===== config.mk =====
export PLATFORM = sky130hd
export DESIGN_NAME = out_fm_tile_rd_gen
export DESIGN_NICKNAME = d
export VERILOG_FILES = /design/src/rtl/out_fm_tile_rd_gen.sv
export SDC_FILE = /design/constraint.sdc
export NUM_CORES = 1
export LEC_CHECK = 0
export ABC_CLOCK_PERIOD_IN_PS = 13030
export CORE_ASPECT_RATIO = 1.1
export CORE_UTILIZATION = 45
export CTS_CLUSTER_SIZE = 8
export DETAILED_ROUTE_END_ITERATION = 6
export PLACE_DENSITY = 0.71
export SLEW_MARGIN = 20
export SYNTH_ARGS = -nofsm -noshare
export SYNTH_HDL_FRONTEND = slang
export SYNTH_SLANG_ARGS = --single-unit

===== constraint.sdc =====
create_clock -name clk -period 13.03 [get_ports clk]
set_input_delay 2.606 -clock clk [delete_from_list [all_inputs] [get_ports clk]]
set_output_delay 2.606 -clock clk [all_outputs]
set_load 0.01 [all_outputs]

===== src/rtl/out_fm_tile_rd_gen.sv =====
// Walks one out_fm tile in (tn, tr, tc) order, issues word reads and realigns the
// returned data into a push stream with exactly Tn*Tr*(Tc+TILE_ROW_OFFSET) words.
module out_fm_tile_rd_gen #(
    parameter int AW              = 16,
    parameter int CW              = 16,
    parameter int DW              = 32,
    parameter int N               = 32,
    parameter int R               = 64,
    parameter int C               = 32,
    parameter int M               = 1,
    parameter int K               = 1,
    parameter int S               = 1,
    parameter int Tn              = 16,
    parameter int Tr              = 64,
    parameter int Tc              = 16,
    parameter int TILE_ROW_OFFSET = 2,
    parameter int RD_LATENCY      = 2,
    parameter int OUT_FM_BASE     = 0
) (
    input  logic          clk,
    input  logic          rst,
    input  logic          start,
    input  logic [CW-1:0] tile_base_n,
    input  logic [CW-1:0] tile_base_row,
    input  logic [CW-1:0] tile_base_col,
    input  logic          fifo_almost_full,
    output logic          mem_rd_en,
    output logic [AW-1:0] mem_rd_addr,
    input  logic [DW-1:0] mem_rd_data,
    output logic          fifo_push_tmp,
    output logic [DW-1:0] data_to_fifo_tmp,
    output logic          busy,
    output logic          done
);
    // M, K, S only keep the parameter list uniform with sibling blocks.
    localparam int IW = CW + 1;
    localparam int PW = 2 * CW + 4 + 0 * (M + K + S);
    localparam logic [CW-1:0] TC_LAST = CW'(Tc + TILE_ROW_OFFSET - 1);
    localparam logic [CW-1:0] TR_LAST = CW'(Tr - 1);
    localparam logic [CW-1:0] TN_LAST = CW'(Tn - 1);

    typedef enum logic [1:0] {IDLE, ISSUE, DRAIN, DONE} state_t;

    state_t                state_q;
    logic [CW-1:0]         tn_q, tr_q, tc_q;
    logic [CW-1:0]         bn_q, br_q, bc_q;
    logic                  tok_vld_q, tok_zero_q;
    logic [RD_LATENCY-1:0] dl_vld_q, dl_zero_q;
    logic                  mem_rd_en_q, push_q, busy_q, done_q;
    logic [AW-1:0]         mem_rd_addr_q;
    logic [DW-1:0]         data_q;

    logic [IW-1:0] n_abs, r_abs, c_abs;
    logic          legal, issue_go, last_idx, dl_empty;
    logic [AW-1:0] rd_addr_d;

    always_comb begin
        n_abs     = {1'b0, bn_q} + {1'b0, tn_q};
        r_abs     = {1'b0, br_q} + {1'b0, tr_q};
        c_abs     = {1'b0, bc_q} + {1'b0, tc_q};
        legal     = (n_abs < IW'(N)) && (r_abs < IW'(R)) && (c_abs < IW'(C));
        // Wide intermediate keeps the row/column products exact before truncation.
        rd_addr_d = AW'(PW'(OUT_FM_BASE)
                        + (PW'(n_abs) * PW'(R) + PW'(r_abs)) * PW'(C)
                        + PW'(c_abs));
        issue_go  = (state_q == ISSUE) && !fifo_almost_full;
        last_idx  = (tc_q == TC_LAST) && (tr_q == TR_LAST) && (tn_q == TN_LAST);
        dl_empty  = !tok_vld_q && !(|dl_vld_q);
    end

    always_ff @(posedge clk or posedge rst) begin
        if (rst) begin
            state_q       <= IDLE;
            tn_q          <= '0;
            tr_q          <= '0;
            tc_q          <= '0;
            bn_q          <= '0;
            br_q          <= '0;
            bc_q          <= '0;
            tok_vld_q     <= 1'b0;
            tok_zero_q    <= 1'b0;
            dl_vld_q      <= '0;
            dl_zero_q     <= '0;
            mem_rd_en_q   <= 1'b0;
            mem_rd_addr_q <= '0;
            push_q        <= 1'b0;
            data_q        <= '0;
            busy_q        <= 1'b0;
            done_q        <= 1'b0;
        end else begin
            mem_rd_en_q   <= issue_go && legal;
            mem_rd_addr_q <= (issue_go && legal) ? rd_addr_d : '0;
            tok_vld_q     <= issue_go;
            tok_zero_q    <= !legal;

            // Token line tracks the memory latency so is_zero meets its data word.
            dl_vld_q[0]  <= tok_vld_q;
            dl_zero_q[0] <= tok_zero_q;
            for (int i = 1; i < RD_LATENCY; i++) begin
                dl_vld_q[i]  <= dl_vld_q[i-1];
                dl_zero_q[i] <= dl_zero_q[i-1];
            end
            push_q <= dl_vld_q[RD_LATENCY-1];
            data_q <= dl_zero_q[RD_LATENCY-1] ? '0 : mem_rd_data;

            case (state_q)
                IDLE: begin
                    if (start) begin
                        bn_q    <= tile_base_n;
                        br_q    <= tile_base_row;
                        bc_q    <= tile_base_col;
                        tn_q    <= '0;
                        tr_q    <= '0;
                        tc_q    <= '0;
                        state_q <= ISSUE;
                        busy_q  <= 1'b1;
                    end
                end
                ISSUE: begin
                    if (issue_go) begin
                        if (tc_q == TC_LAST) begin
                            tc_q <= '0;
                            if (tr_q == TR_LAST) begin
                                tr_q <= '0;
                                tn_q <= (tn_q == TN_LAST) ? '0 : tn_q + 1'b1;
                            end else begin
                                tr_q <= tr_q + 1'b1;
                            end
                        end else begin
                            tc_q <= tc_q + 1'b1;
                        end
                        if (last_idx) state_q <= DRAIN;
                    end
                end
                DRAIN: begin
                    if (dl_empty) begin
                        state_q <= DONE;
                        done_q  <= 1'b1;
                    end
                end
                default: begin
                    state_q <= IDLE;
                    done_q  <= 1'b0;
                    busy_q  <= 1'b0;
                end
            endcase
        end
    end

    assign mem_rd_en        = mem_rd_en_q;
    assign mem_rd_addr      = mem_rd_addr_q;
    assign fifo_push_tmp    = push_q;
    assign data_to_fifo_tmp = data_q;
    assign busy             = busy_q;
    assign done             = done_q;

endmodule


==> results of run 1 <==
## worst paths after layout
check,depth (start not counted),slack (ps),from,to
setup / recovery,11,7660,start,tn_q[15]
hold / removal,0,350,dl_zero_q[0],dl_zero_q[1]
setup reg to reg,12,9000,tc_q[0],mem_rd_addr[2]
hold reg to reg,0,350,dl_zero_q[0],dl_zero_q[1]
max in group asynchronous,3,9010,rst,tok_vld_q
min in group asynchronous,2,2680,rst,data_to_fifo_tmp[11]
## state kept, by name, summed over array words and instances (netlist names)
name,cells
tc_q,16
busy,1
mem_rd_addr,16
tok_vld_q,1
state_q,2
tr_q,16
bn_q,16
dl_vld_q,2
tok_zero_q,1
tn_q,16
fifo_push_tmp,1
br_q,16
dl_zero_q,2
data_to_fifo_tmp,32
done,1
mem_rd_en,1
bc_q,16
## layout make-up
class / count / area [µm²] / area share [%]
multi-input combinational: 694 / 5060 / 44.6
sequential: 156 / 3900 / 34.4
timing repair buffer: 138 / 1370 / 12.1
clock buffer: 17 / 425 / 3.75
tap: 252 / 315 / 2.78
clock inverter: 15 / 153 / 1.34
inverter: 32 / 125 / 1.10
## cells in the mapped netlist, types with 4 or more instances
cell type                  count
sky130_fd_sc_hd__a211oi_1      4
sky130_fd_sc_hd__a21o_1       14
sky130_fd_sc_hd__a21oi_1      59
sky130_fd_sc_hd__and2_1        5
sky130_fd_sc_hd__and3_1        9
sky130_fd_sc_hd__buf_2         5
sky130_fd_sc_hd__clkbuf_1     14
sky130_fd_sc_hd__dfrtp_1     156
sky130_fd_sc_hd__fa_1          5
sky130_fd_sc_hd__ha_1         69
sky130_fd_sc_hd__inv_1        32
sky130_fd_sc_hd__mux2_2       48
sky130_fd_sc_hd__mux2i_1       4
sky130_fd_sc_hd__nand2_1      65
sky130_fd_sc_hd__nand2b_1     19
sky130_fd_sc_hd__nand3_1      30
sky130_fd_sc_hd__nand4_1      15
sky130_fd_sc_hd__nor2_1       63
sky130_fd_sc_hd__nor2b_1      41
sky130_fd_sc_hd__nor3_1       15
sky130_fd_sc_hd__nor3_2        9
sky130_fd_sc_hd__nor3b_1       4
sky130_fd_sc_hd__nor4_1       11
sky130_fd_sc_hd__o211ai_1      8
sky130_fd_sc_hd__o21a_1        7
sky130_fd_sc_hd__o21ai_0      50
sky130_fd_sc_hd__o22ai_1       7
sky130_fd_sc_hd__o31ai_1       7
sky130_fd_sc_hd__or3_1         8
sky130_fd_sc_hd__xnor2_1      37
sky130_fd_sc_hd__xor2_1       33
## routing by layer
metal	vias up	track usage (%)
met4	0	8.96
met5	-	0
met3	33	3.58
met2	208	36.8
li1	3504	-
met1	3449	28.3
## power breakdown
part           total (mW)  switching, mW  internal [mW]
clock network       0.492          0.223          0.269
logic                1.16          0.653          0.506
registers           0.654         0.0741          0.580
total                2.31          0.950           1.36
## cell usage in the layout, fill, tap and decap left out, drive strengths merged, types with 4 or more instances in the layout
master / n
clkdlybuf4s50: 135
a21oi: 62
mux2i: 4
nor3b: 4
nor2: 63
inv: 39
nand2: 65
a211oi: 6
and2: 5
and3: 9
o22ai: 7
a21o: 14
o21a: 7
o211ai: 8
dfrtp: 156
ha: 69
or3: 8
nand2b: 19
nand3: 30
nor4: 13
o21ai: 53
xnor2: 37
mux2: 48
nand4: 15
fa: 5
o31ai: 7
nor2b: 41
xor2: 33
clkinv: 4
nor3: 24
clkbuf: 17
## critical path, cell delays in order
cell,delay [ps]
sky130_fd_sc_hd__clkdlybuf4s50_1,510
sky130_fd_sc_hd__nand2b_1,140
sky130_fd_sc_hd__nand3_1,300
sky130_fd_sc_hd__nor2b_1,220
sky130_fd_sc_hd__buf_4,260
sky130_fd_sc_hd__and2_1,610
sky130_fd_sc_hd__nand3_1,210
sky130_fd_sc_hd__nor3_1,420
sky130_fd_sc_hd__nand3_1,160
sky130_fd_sc_hd__xor2_1,170
sky130_fd_sc_hd__nor2_1,50
## cells by family after synthesis
group	Yosys count	share of synthesized area, %
buffers and inverters	54	2.36
adder cells (fa/ha/maj)	74	10.5
XOR/XNOR	70	6.69
AND/OR/NAND/NOR	308	18.1
multiplexers	52	6.34
AO/OA/AOI/OAI	190	13.4
flip-flops	156	42.6
==> Implementation_results.wiki, run 1 <==
{| class="wikitable"
! Metric !! Value
|-
| Result of the run || finished, final reports clean
|-
| Synthesized area divided by synthesized cell count || 10.1 µm²
|-
| Max Cap Viol || 0
|-
| Starting Density || 46.1%
|-
| Area Overhead vs Synth || 24.0%
|-
| Grt ovf || 0
|-
| Hold-fix buffer count after cts || 0
|-
| Buffer cell driving the clock tree root || sky130_fd_sc_hd__clkbuf_16
|-
| Total length of routed wires || between 20,000 and 25,000 µm
|-
| Number of cells upsized or downsized after cts || 0
|-
| Top post-synthesis cells by area || sky130_fd_sc_hd__dfrtp_1 43%, sky130_fd_sc_hd__ha_1 9.4%, sky130_fd_sc_hd__mux2_2 5.9%
|-
| Hold Worst Slack || 349 ps
|-
| # clock sinks || 156
|-
| Setup crit end kind || flip-flop
|-
| Number of clock buffers inserted by TritonCTS || 17
|-
| Period Utilization, post-route || 41.2%
|-
| Drt wl/cell || 16.5 µm
|-
| First-pass detailed-route iteration total || 5
|-
| Number of buffers inserted by port buffering || 135
|-
| Setup TNS Final || 0 ps
|-
| Maximum number of pins on one net before global-route repair || 90
|-
| Dpl ws || about 7200 ps
|-
| Highest metal layer with signal wires || met4
|-
| Count of unique library cells instantiated by Yosys || 66
|-
| Number of slew-limit violations in the final report || 0
|-
| Minimum setup slack in the final design || 7660 ps
|-
| Later-pin clock latency in the skew report || ~440 ps
|-
| Layout Nets || around 1,200
|-
| Proportion of synthesized flip-flops having asynchronous set or reset || 100%
|-
| Maximum vdd ir drop || 0.164 mV
|-
| Clock skew || 8.95 ps
|-
| Share of layout cells above drive strength 1 || 10.5%
|-
| Final weighted congestion in routability-driven placement || roughly 0.90
|-
| CP Launch Type || primary input
|-
| Share of the synthesized area in the top cell type || 42.6%
|-
| Min cycle time layout || between 5000 and 6000 ps
|-
| Post-Layout Inst Area || 11,400 µm²
|-
| Die span in x || 138 µm
|-
| Clock tree from TritonCTS || built
|-
| Count of nets left with antenna violations after detail routing || 0
|-
| Die area || roughly 21,000 µm²
|-
| Required time of the critical path || 13,330 ps
|-
| Count of yosys warnings during synthesis || 0
|-
| Portion of the post-synthesis area used by sequential elements || about 43%
|-
| Fillers || 1,722
|-
| Total cell area at the placement stage || 10,800 µm²
|-
| Synthesized flop and latch total || 156
|-
| Cell total after placement || 1,272
|-
| Hold Violations, Final || 0
|-
| Initial antenna violation count || 0
|-
| Unrepaired setup endpoints after global routing || false
|-
| Vias in the first global route || 7,188
|-
| Total power || 2.31 mW
|-
| # Post-CTS Setup Buffers || 0
|-
| Worst Path Arrival || 5670 ps
|-
| Setup violations, final || 0
|-
| Number of top-level design ports || 136
|-
| Global-route wire length before repair || 36,300 µm
|-
| Number of non-filler instances in the completed layout || 1,304
|-
| Met1 Wirelength || approximately 10000 µm
|-
| Final core area utilization || between 50 and 60%
|-
| Post-DP HPWL || roughly 16,000 µm
|-
| Length of routed met3 wiring || 900 µm
|-
| Net count after synthesis || between 1,000 and 1,500
|-
| Total power density per cell area || 203 nW/µm²
|-
| Worst slew margin || 34.2%
|-
| Residual DRC || 0
|-
| Peak fanout along the critical path || 19
|-
| Leakage dissipation || roughly 5.0 nW
|-
| Number of vias per cell after detailed routing || roughly 5.5
|-
| Main flop type after synthesis || sky130_fd_sc_hd__dfrtp_1
|-
| Via total after detailed routing || 7,194
|-
| Diode count || 0
|-
| Standard-cell rows || 54
|-
| Dominant cell type by area after synthesis || sky130_fd_sc_hd__dfrtp_1
|-
| First-iteration detailed-routing DRC count || 468
|-
| Number of enable-type register cells in the synthesized netlist || 0
|-
| Floorplan die height || 152 µm
|-
| Summed instance area of the synthesized netlist || 9160 µm²
|-
| Tightest Hold Check Type || reg -> reg
|-
| Clock slew at reported path FFs || 70 ps
|-
| Clock buffer depth || 2
|-
| H-tree level count || 4
|-
| Top achievable clock speed || 0.186 GHz
|-
| Synthesized instance count || 904
|-
| Overall track demand over capacity in global routing || 21.9%
|-
| Actual transition at the worst max-transition pin || 987 ps
|-
| Placeable core area || roughly 20,000 µm²
|-
| Met2 wire length || 10,200 µm
|-
| Crit Path Class || in -> reg
|}
No activity file was read; power rests on OpenSTA's default activity.
==> run 2, diff against run 1 <==
--- a/config.mk
+++ b/config.mk
@@ -5,7 +5,7 @@
 export SDC_FILE = /design/constraint.sdc
 export NUM_CORES = 1
 export LEC_CHECK = 0
-export ABC_CLOCK_PERIOD_IN_PS = 13030
+export ABC_CLOCK_PERIOD_IN_PS = 5070
 export CORE_ASPECT_RATIO = 1.1
 export CORE_UTILIZATION = 45
 export CTS_CLUSTER_SIZE = 8
==> constraint.sdc (replaced) <==
create_clock -name clk -period 5.07 [get_ports clk]
set_input_delay 1.014 -clock clk [delete_from_list [all_inputs] [get_ports clk]]
set_output_delay 1.014 -clock clk [all_outputs]
set_load 0.01 [all_outputs]
==> run 2 against run 1 <==
  * Design area rose by 0.54%
  * Global-route usage hardly changed
  * Clock power rose to 2.7 times the previous value
  * Sequential power grew to 2.6 times the previous value
  * Largest power group unchanged
==> Implementation_results.wiki, run 2 (synthesized netlist as in run 1, its figures left out) <==
{| class="wikitable"
! Metric !! Value
|-
| Number of cells upsized or downsized after cts || 0 (unchanged)
|-
| Worst Path Arrival || 4160 ps (-1510 ps)
|-
| Diode count || 0 (unchanged)
|-
| Maximum number of pins on one net before global-route repair || 157 (+74%)
|-
| Count of nets left with antenna violations after detail routing || 0 (unchanged)
|-
| Grt ovf || 0 (unchanged)
|-
| Critical path cell sequence || ha_1, inv_1, fa_1, nor2b_1, o2111ai_2, nand2_1, xor2_1, ha_1, a21o_1, a21oi_1, o21bai_1, a21oi_1, o21ai_0, a21o_1, a21oi_1, xor2_1, nor3_2
|-
| Worst R2R Setup Slack || 1200 ps (-7800 ps)
|-
| Slowest stage cell on the critical path || sky130_fd_sc_hd__dfrtp_1
|-
| Cell occurring most often along the worst timing path || sky130_fd_sc_hd__a21oi_1
|-
| Actual transition at the worst max-transition pin || 981 ps (-5.84 ps)
|-
| Highest-count cells in the layout ignoring fill and taps || 156 x sky130_fd_sc_hd__dfrtp_1, 135 x sky130_fd_sc_hd__clkdlybuf4s50_1, 69 x sky130_fd_sc_hd__ha_1
|-
| Leakage dissipation || 5.04 nW (+0.49%)
|-
| CP Launch Type || flip-flop
|-
| Number of top-level design ports || 136 (unchanged)
|-
| Clock buffer depth || 2 (unchanged)
|-
| Drt wl/cell || 16.5 µm (about the same)
|-
| Source of the critical timing path || tc_q[0]
|-
| Post-DP HPWL || 16,300 µm (+0.47%)
|-
| Required time of the critical path || 5360 ps (-7970 ps)
|-
| Peak fanout along the critical path || 6 (-13)
|-
| H-tree level count || 4 (unchanged)
|-
| Die span in x || 138 µm (unchanged)
|-
| Hold Violations, Final || 0 (unchanged)
|-
| Result of the run || finished, final reports clean
|-
| Overall track demand over capacity in global routing || 21.9% (about the same)
|-
| Crit Path Class || reg -> reg
|-
| # Post-CTS Setup Buffers || 0 (unchanged)
|-
| Floorplan die height || 152 µm (unchanged)
|-
| Tightest Hold Check Type || reg -> reg
|-
| Max Cap Viol || 0 (unchanged)
|-
| Maximum vdd ir drop || 0.349 mV (+110%)
|-
| Global-route wire length before repair || 36,200 µm (-0.45%)
|-
| Clock skew || 9.12 ps (+0.174 ps)
|-
| Number of vias per cell after detailed routing || 5.50 (-0.30%)
|-
| Hold-fix buffer count after cts || 0 (unchanged)
|-
| Standard-cell rows || 54 (unchanged)
|-
| Worst r2r src || tc_q[0]
|-
| Total cell area at the placement stage || 10,800 µm² (+0.17%)
|-
| Setup violations, final || 0 (unchanged)
|-
| # clock sinks || 156 (unchanged)
|-
| Later-pin clock latency in the skew report || 430 ps (about the same)
|-
| Delay of the slowest cell on the worst path || 430 ps (-180 ps)
|-
| Starting Density || 46.1% (unchanged)
|-
| Number of clock buffers inserted by TritonCTS || 17 (unchanged)
|-
| Unrepaired setup endpoints after global routing || false
|-
| Final weighted congestion in routability-driven placement || 0.916 (+1.6%)
|-
| Total length of routed wires || 21,600 µm (+0.17%)
|-
| Number of slew-limit violations in the final report || 0 (unchanged)
|-
| First-pass detailed-route iteration total || 7 (+2)
|-
| Post-Layout Inst Area || 11,400 µm² (+0.54%)
|-
| Die area || 20,900 µm² (unchanged)
|-
| Number of buffers inserted by port buffering || 135 (unchanged)
|-
| Buffer cell driving the clock tree root || sky130_fd_sc_hd__clkbuf_16
|-
| Critical R2R Capture || mem_rd_addr[14]
|-
| Setup crit end kind || flip-flop
|-
| Total power density per cell area || 525 nW/µm² (+160%)
|-
| Via total after detailed routing || 7,178 (-0.22%)
|-
| Min cycle time layout || a little under 4000 ps
|-
| Layout Nets || 1,198 (+0.084%)
|-
| Clock tree from TritonCTS || built
|-
| Area Overhead vs Synth || 24.7%
|-
| Vias in the first global route || 7,073 (-1.6%)
|-
| Share of layout cells above drive strength 1 || 10.5% (+0.085 points)
|-
| Most common cell after layout, fill and taps aside || sky130_fd_sc_hd__dfrtp_1
|-
| Clock slew at reported path FFs || 70 ps (about the same)
|-
| FF-to-FF path depth || 17 (+5)
|-
| Worst slew margin || 34.6% (+0.39 points)
|-
| Setup crit end || mem_rd_addr[14]
|-
| Max reg flops || 32 (unchanged)
|-
| Residual DRC || 0 (unchanged)
|-
| First-iteration detailed-routing DRC count || 325 (-31%)
|-
| Initial antenna violation count || 0 (unchanged)
|-
| Period Utilization, post-route || 76.3%
|-
| Placeable core area || 19,900 µm² (unchanged)
|-
| Setup TNS Final || 0 ps (unchanged)
|-
| Top achievable clock speed || ~0.26 GHz
|}
==> run 2: cell types whose count changed in the layout (fill, tap and decap cells not counted) <==
cell,previous run,this run
sky130_fd_sc_hd__buf_12,0,1
sky130_fd_sc_hd__bufinv_16,1,3
sky130_fd_sc_hd__clkbuf_8,0,1
sky130_fd_sc_hd__clkinv_4,3,2
sky130_fd_sc_hd__clkinvlp_4,3,4
sky130_fd_sc_hd__inv_6,5,4
sky130_fd_sc_hd__inv_8,3,1
==> run 2: worst min path at each step <==
stage | start | end | slack (ps) | cells past startpoint
after floorplan | tok_zero_q | dl_zero_q[0] | 330 | 0
after global placement | tok_zero_q | dl_zero_q[0] | 330 | 0
after detailed placement | dl_zero_q[0] | dl_zero_q[1] | 330 | 0
after CTS | dl_zero_q[0] | dl_zero_q[1] | 350 | 0
after global routing | dl_zero_q[0] | dl_zero_q[1] | 360 | 0
final | dl_zero_q[0] | dl_zero_q[1] | 350 | 0
==> run 2: per-stage QoR <==
stage / total power, mW / util (%) / std cells / hold WS (ps) / setup slack [ps]
2_1_floorplan: 3.94 / - / 904 / 331 / 1590
3_3_place_gp: 4.61 / 54.3 / 1273 / 332 / 1280
3_5_place_dp: 4.66 / 54.3 / 1273 / 335 / 1200
4_1_cts: 6.03 / 57.4 / 1305 / 350 / 1180
5_1_grt: 6.46 / 57.5 / 1305 / 356 / 822
6_report: 6.00 / 57.5 / 1305 / 349 / 1200
==> run 2: worst max-delay path, delay by kind of cell (launching register included) <==
kind / cells / cell delay (ps)
AOI/OAI and AO/OA: 8 / 1340
adders and majority gates: 3 / 920
DFF: 1 / 430
and+or+nand+nor: 3 / 440
xor gates and xnor gates: 2 / 530
buffers and inverters: 1 / 70
==> run 2: layout make-up <==
| type | count | area [µm²] |
|---|---|---|
| clock buffers | 18 | 439 |
| clock inverters | 14 | 181 |
| fillers | 1742 | 8450 |
| inverters | 32 | 124 |
| multi-input cells | 694 | 5060 |
| flip-flops and latches | 156 | 3900 |
| well taps | 252 | 315 |
| repair buffers | 139 | 1390 |
==> run 2: metal layers <==
metal	part of all wire, %	GRT usage, %	routed length (µm)	vias up
li1	-	-	-	3512
met1	45	27.9	9750	3421
met2	48	36.9	10300	209
met3	4.7	4.15	1010	36
met4	2.4	8.74	520	0
met5	0	0	0	-
==> run 2: power breakdown <==
part | switching [mW] | total [mW] | internal [mW]
registers | 0.189 | 1.68 | 1.49
clock network | 0.553 | 1.35 | 0.798
logic | 1.66 | 2.97 | 1.31
==> run 3, diff against run 2 <==
--- a/config.mk
+++ b/config.mk
@@ -5,7 +5,7 @@
 export SDC_FILE = /design/constraint.sdc
 export NUM_CORES = 1
 export LEC_CHECK = 0
-export ABC_CLOCK_PERIOD_IN_PS = 5070
+export ABC_CLOCK_PERIOD_IN_PS = 3600
 export CORE_ASPECT_RATIO = 1.1
 export CORE_UTILIZATION = 45
 export CTS_CLUSTER_SIZE = 8
==> constraint.sdc (replaced) <==
create_clock -name clk -period 3.6 [get_ports clk]
set_input_delay 0.72 -clock clk [delete_from_list [all_inputs] [get_ports clk]]
set_output_delay 0.72 -clock clk [all_outputs]
set_load 0.01 [all_outputs]
==> run 3 against run 2 <==
  * Via count rose by 2.7%
  * Largest cell class unchanged
  * Register-to-register slack got worse by 1000 ps
  * Sequential cell count did not move
  * Critical path depth fell by 1
  * Final cell count rose by 3.1%
  * Utilization rose by 2.2 points
  * Global-route usage barely moved
  * Combinational power rose by 56%
  * Design area rose by 3.8%
  * Maximum frequency rose by 13%
  * Clock skew fell by 2.4 ps
==> Implementation_results.wiki, run 3 (synthesized netlist as in run 1, its figures left out) <==
{| class="wikitable"
! Metric !! Value
|-
| Result of the run || finished, final reports clean
|-
| Share of layout cells above drive strength 1 || 16.2% (+5.7 points)
|-
| # clock sinks || 156 (unchanged)
|-
| Layout Nets || 1,238 (+3.3%)
|-
| Combinational group share of total power || 52.6% (+3.1 points)
|-
| Worst slew margin || 28.9% (-5.7 points)
|-
| Number of vias per cell after detailed routing || 5.48 (-0.38%)
|-
| Highest-count cells in the layout ignoring fill and taps || 155 x sky130_fd_sc_hd__dfrtp_1, 135 x sky130_fd_sc_hd__clkdlybuf4s50_1, 63 x sky130_fd_sc_hd__nand2_1, 63 x sky130_fd_sc_hd__nor2_1, 61 x sky130_fd_sc_hd__ha_1
|-
| Switching part of the total power || 40.5% (+0.44 points)
|-
| Max Cap Viol || 0 (unchanged)
|-
| Global-route wire length before repair || 36,200 µm (+0.13%)
|-
| Number of clock buffers inserted by TritonCTS || 17 (unchanged)
|-
| H-tree level count || 4 (unchanged)
|-
| Diode count || 0 (unchanged)
|-
| Actual transition at the worst max-transition pin || 1060 ps (+79.9 ps)
|-
| Tightest Hold Check Type || reg -> reg
|-
| Total power density per cell area || 744 nW/µm² (+42%)
|-
| Endpoint with the worst hold slack || dl_zero_q[0]
|-
| Buffers & Inverters on Critical Path || 3 (+2)
|-
| Number of slew-limit violations in the final report || 0 (unchanged)
|-
| Top achievable clock speed || 0.292 GHz (+13%)
|-
| Worst r2r src || br_q[0]
|-
| Clock buffer depth || 2 (unchanged)
|-
| First-pass detailed-route iteration total || 5 (-2)
|-
| Vias in the first global route || 7,179 (+1.5%)
|-
| Clock skew || 6.69 ps (-2.43 ps)
|-
| Share of total power in the clock network || 20.6% (-1.9 points)
|-
| Switching power || 3.57 mW (+49%)
|-
| Standard-cell rows || 54 (unchanged)
|-
| Overall track demand over capacity in global routing || 21.9% (+0.025 points)
|-
| Floorplan die height || 152 µm (unchanged)
|-
| Hold Path Depth || 0 (unchanged)
|-
| Maximum vdd ir drop || 0.671 mV (+92%)
|-
| Number of buffers inserted by port buffering || 135 (unchanged)
|-
| Number of top-level design ports || 136 (unchanged)
|-
| Launch instance of the worst min-delay path || tok_zero_q
|-
| Number of non-filler instances in the completed layout || 1,345 (+3.1%)
|-
| Cell occurring most often along the worst timing path || sky130_fd_sc_hd__inv_1
|-
| Crit Path Class || reg -> reg
|-
| Via total after detailed routing || 7,370 (+2.7%)
|-
| P_int || 5.25 mW (+46%)
|-
| Min cycle time layout || 3430 ps (-438 ps)
|-
| Buffer cell driving the clock tree root || sky130_fd_sc_hd__clkbuf_16
|-
| Total power || 8.82 mW (+47%)
|-
| Residual DRC || 0 (unchanged)
|-
| Area Overhead vs Synth || 29.4%
|-
| Leakage dissipation || 5.24 nW (+4.0%)
|-
| Starting Density || 46.1% (unchanged)
|-
| Later-pin clock latency in the skew report || 430 ps (about the same)
|-
| Cell total after placement || 1,303 (+2.4%)
|-
| Die span in x || 138 µm (unchanged)
|-
| Hold Violations, Final || 0 (unchanged)
|-
| Grt ovf || 0 (unchanged)
|-
| Critical path cell sequence || ha_4, inv_1, fa_2, nand2b_4, a21oi_4, nor2b_1, xnor2_1, ha_2, inv_1, fa_1, inv_1, ha_1, a21o_1, a21oi_1, xor2_1, nor3_2
|-
| Max reg flops || 32 (unchanged)
|-
| Required time of the critical path || 3880 ps (-1480 ps)
|-
| Critical R2R Capture || mem_rd_addr[14]
|-
| Setup crit end kind || flip-flop
|-
| Clock tree from TritonCTS || built
|-
| Drt wl/cell || 16.7 µm (+0.68%)
|-
| Clock slew at reported path FFs || 70 ps (about the same)
|-
| Hold-fix buffer count after cts || 0 (unchanged)
|-
| Die area || 20,900 µm² (unchanged)
|-
| Maximum number of pins on one net before global-route repair || 90 (-43%)
|-
| Final weighted congestion in routability-driven placement || 0.862 (-5.9%)
|-
| Most common cell after layout, fill and taps aside || sky130_fd_sc_hd__dfrtp_1
|-
| Post-DP HPWL || 16,700 µm (+2.8%)
|-
| Delay of the slowest cell on the worst path || 470 ps (+40 ps)
|-
| Fraction of power consumed by sequential logic || 26.8% (-1.2 points)
|-
| CP Launch Type || flip-flop
|-
| Count of nets left with antenna violations after detail routing || 0 (unchanged)
|-
| Worst R2R Setup Slack || 170 ps (-1030 ps)
|-
| Total length of routed wires || 22,400 µm (+3.8%)
|-
| Worst Path Arrival || 3710 ps (-450 ps)
|-
| Minimum setup slack in the final design || 170 ps (-1030 ps)
|-
| Setup violations, final || 0 (unchanged)
|-
| Initial antenna violation count || 0 (unchanged)
|-
| Dpl ws || -106 ps (-1310 ps)
|-
| First-iteration detailed-routing DRC count || 388 (+19%)
|-
| Period Utilization, post-route || 95.3% (+19 points)
|-
| Slowest stage cell on the critical path || sky130_fd_sc_hd__fa_1
|-
| Peak fanout along the critical path || 3 (-3)
|-
| FF-to-FF path depth || 16 (-1)
|-
| Placeable core area || 19,900 µm² (unchanged)
|-
| Kind of cell adding the most delay to the critical path || adder cells
|}
run 3: how the worst max path moves through the flow:
| stage | startpoint | endpoint | slack [ps] | cells past startpoint |
|---|---|---|---|---|
| final | br_q[0] | mem_rd_addr[14] | 170 | 16 |
| after global placement | tc_q[0] | mem_rd_addr[14] | 40 | 17 |
| after detailed placement | tc_q[0] | mem_rd_addr[14] | -110 | 17 |
| after global routing | tc_q[0] | mem_rd_addr[15] | -40 | 18 |
| after floorplan | tc_q[0] | mem_rd_addr[14] | 120 | 17 |
| after CTS | tc_q[0] | mem_rd_addr[14] | 10 | 17 |
run 3: timing repair:
action,in CTS,in global routing
pin swaps,1,12
gates resized for setup,2,33
endpoints found under the setup margin,1,15
buffers inserted,0,10
run 3: area by class of cell:
cell class / instances / area (µm²)
multi-input cells: 694 / 5220
clock buffers: 18 / 429
repair buffers: 179 / 1710
clock inverters: 14 / 160
well taps: 252 / 315
fillers: 1720 / 8010
flip-flops and latches: 156 / 3910
inverters: 32 / 124
run 3: routing by layer:
metal,wire length (µm),global-route usage [%],up-vias
met5,0,0,-
met4,560,8.79,0
met3,1120,4.27,34
met2,11000,38.1,201
met1,9770,26.9,3557
li1,-,-,3578
run 3: per-stage QoR:
stage	area, µm²	util, %	TNS, ps	hold slack, ps
floorplan	9160	-	0	331
global placement	11000	55.5	0	336
detailed placement	11000	55.5	-106	340
CTS	11600	58.5	0	355
global route	11900	59.7	-45.0	362
finish	11900	59.7	0	358
run 3: power by group through the flow:
| stage | clock network [mW] | logic (mW) | registers (mW) |
|---|---|---|---|
| floorplan | 0 | 3.27 | 2.29 |
| global placement | 0 | 4.29 | 2.37 |
| detailed placement | 0 | 4.34 | 2.39 |
| CTS | 1.85 | 4.40 | 2.36 |
| global route | 1.93 | 5.14 | 2.40 |
| finish | 1.82 | 4.63 | 2.37 |
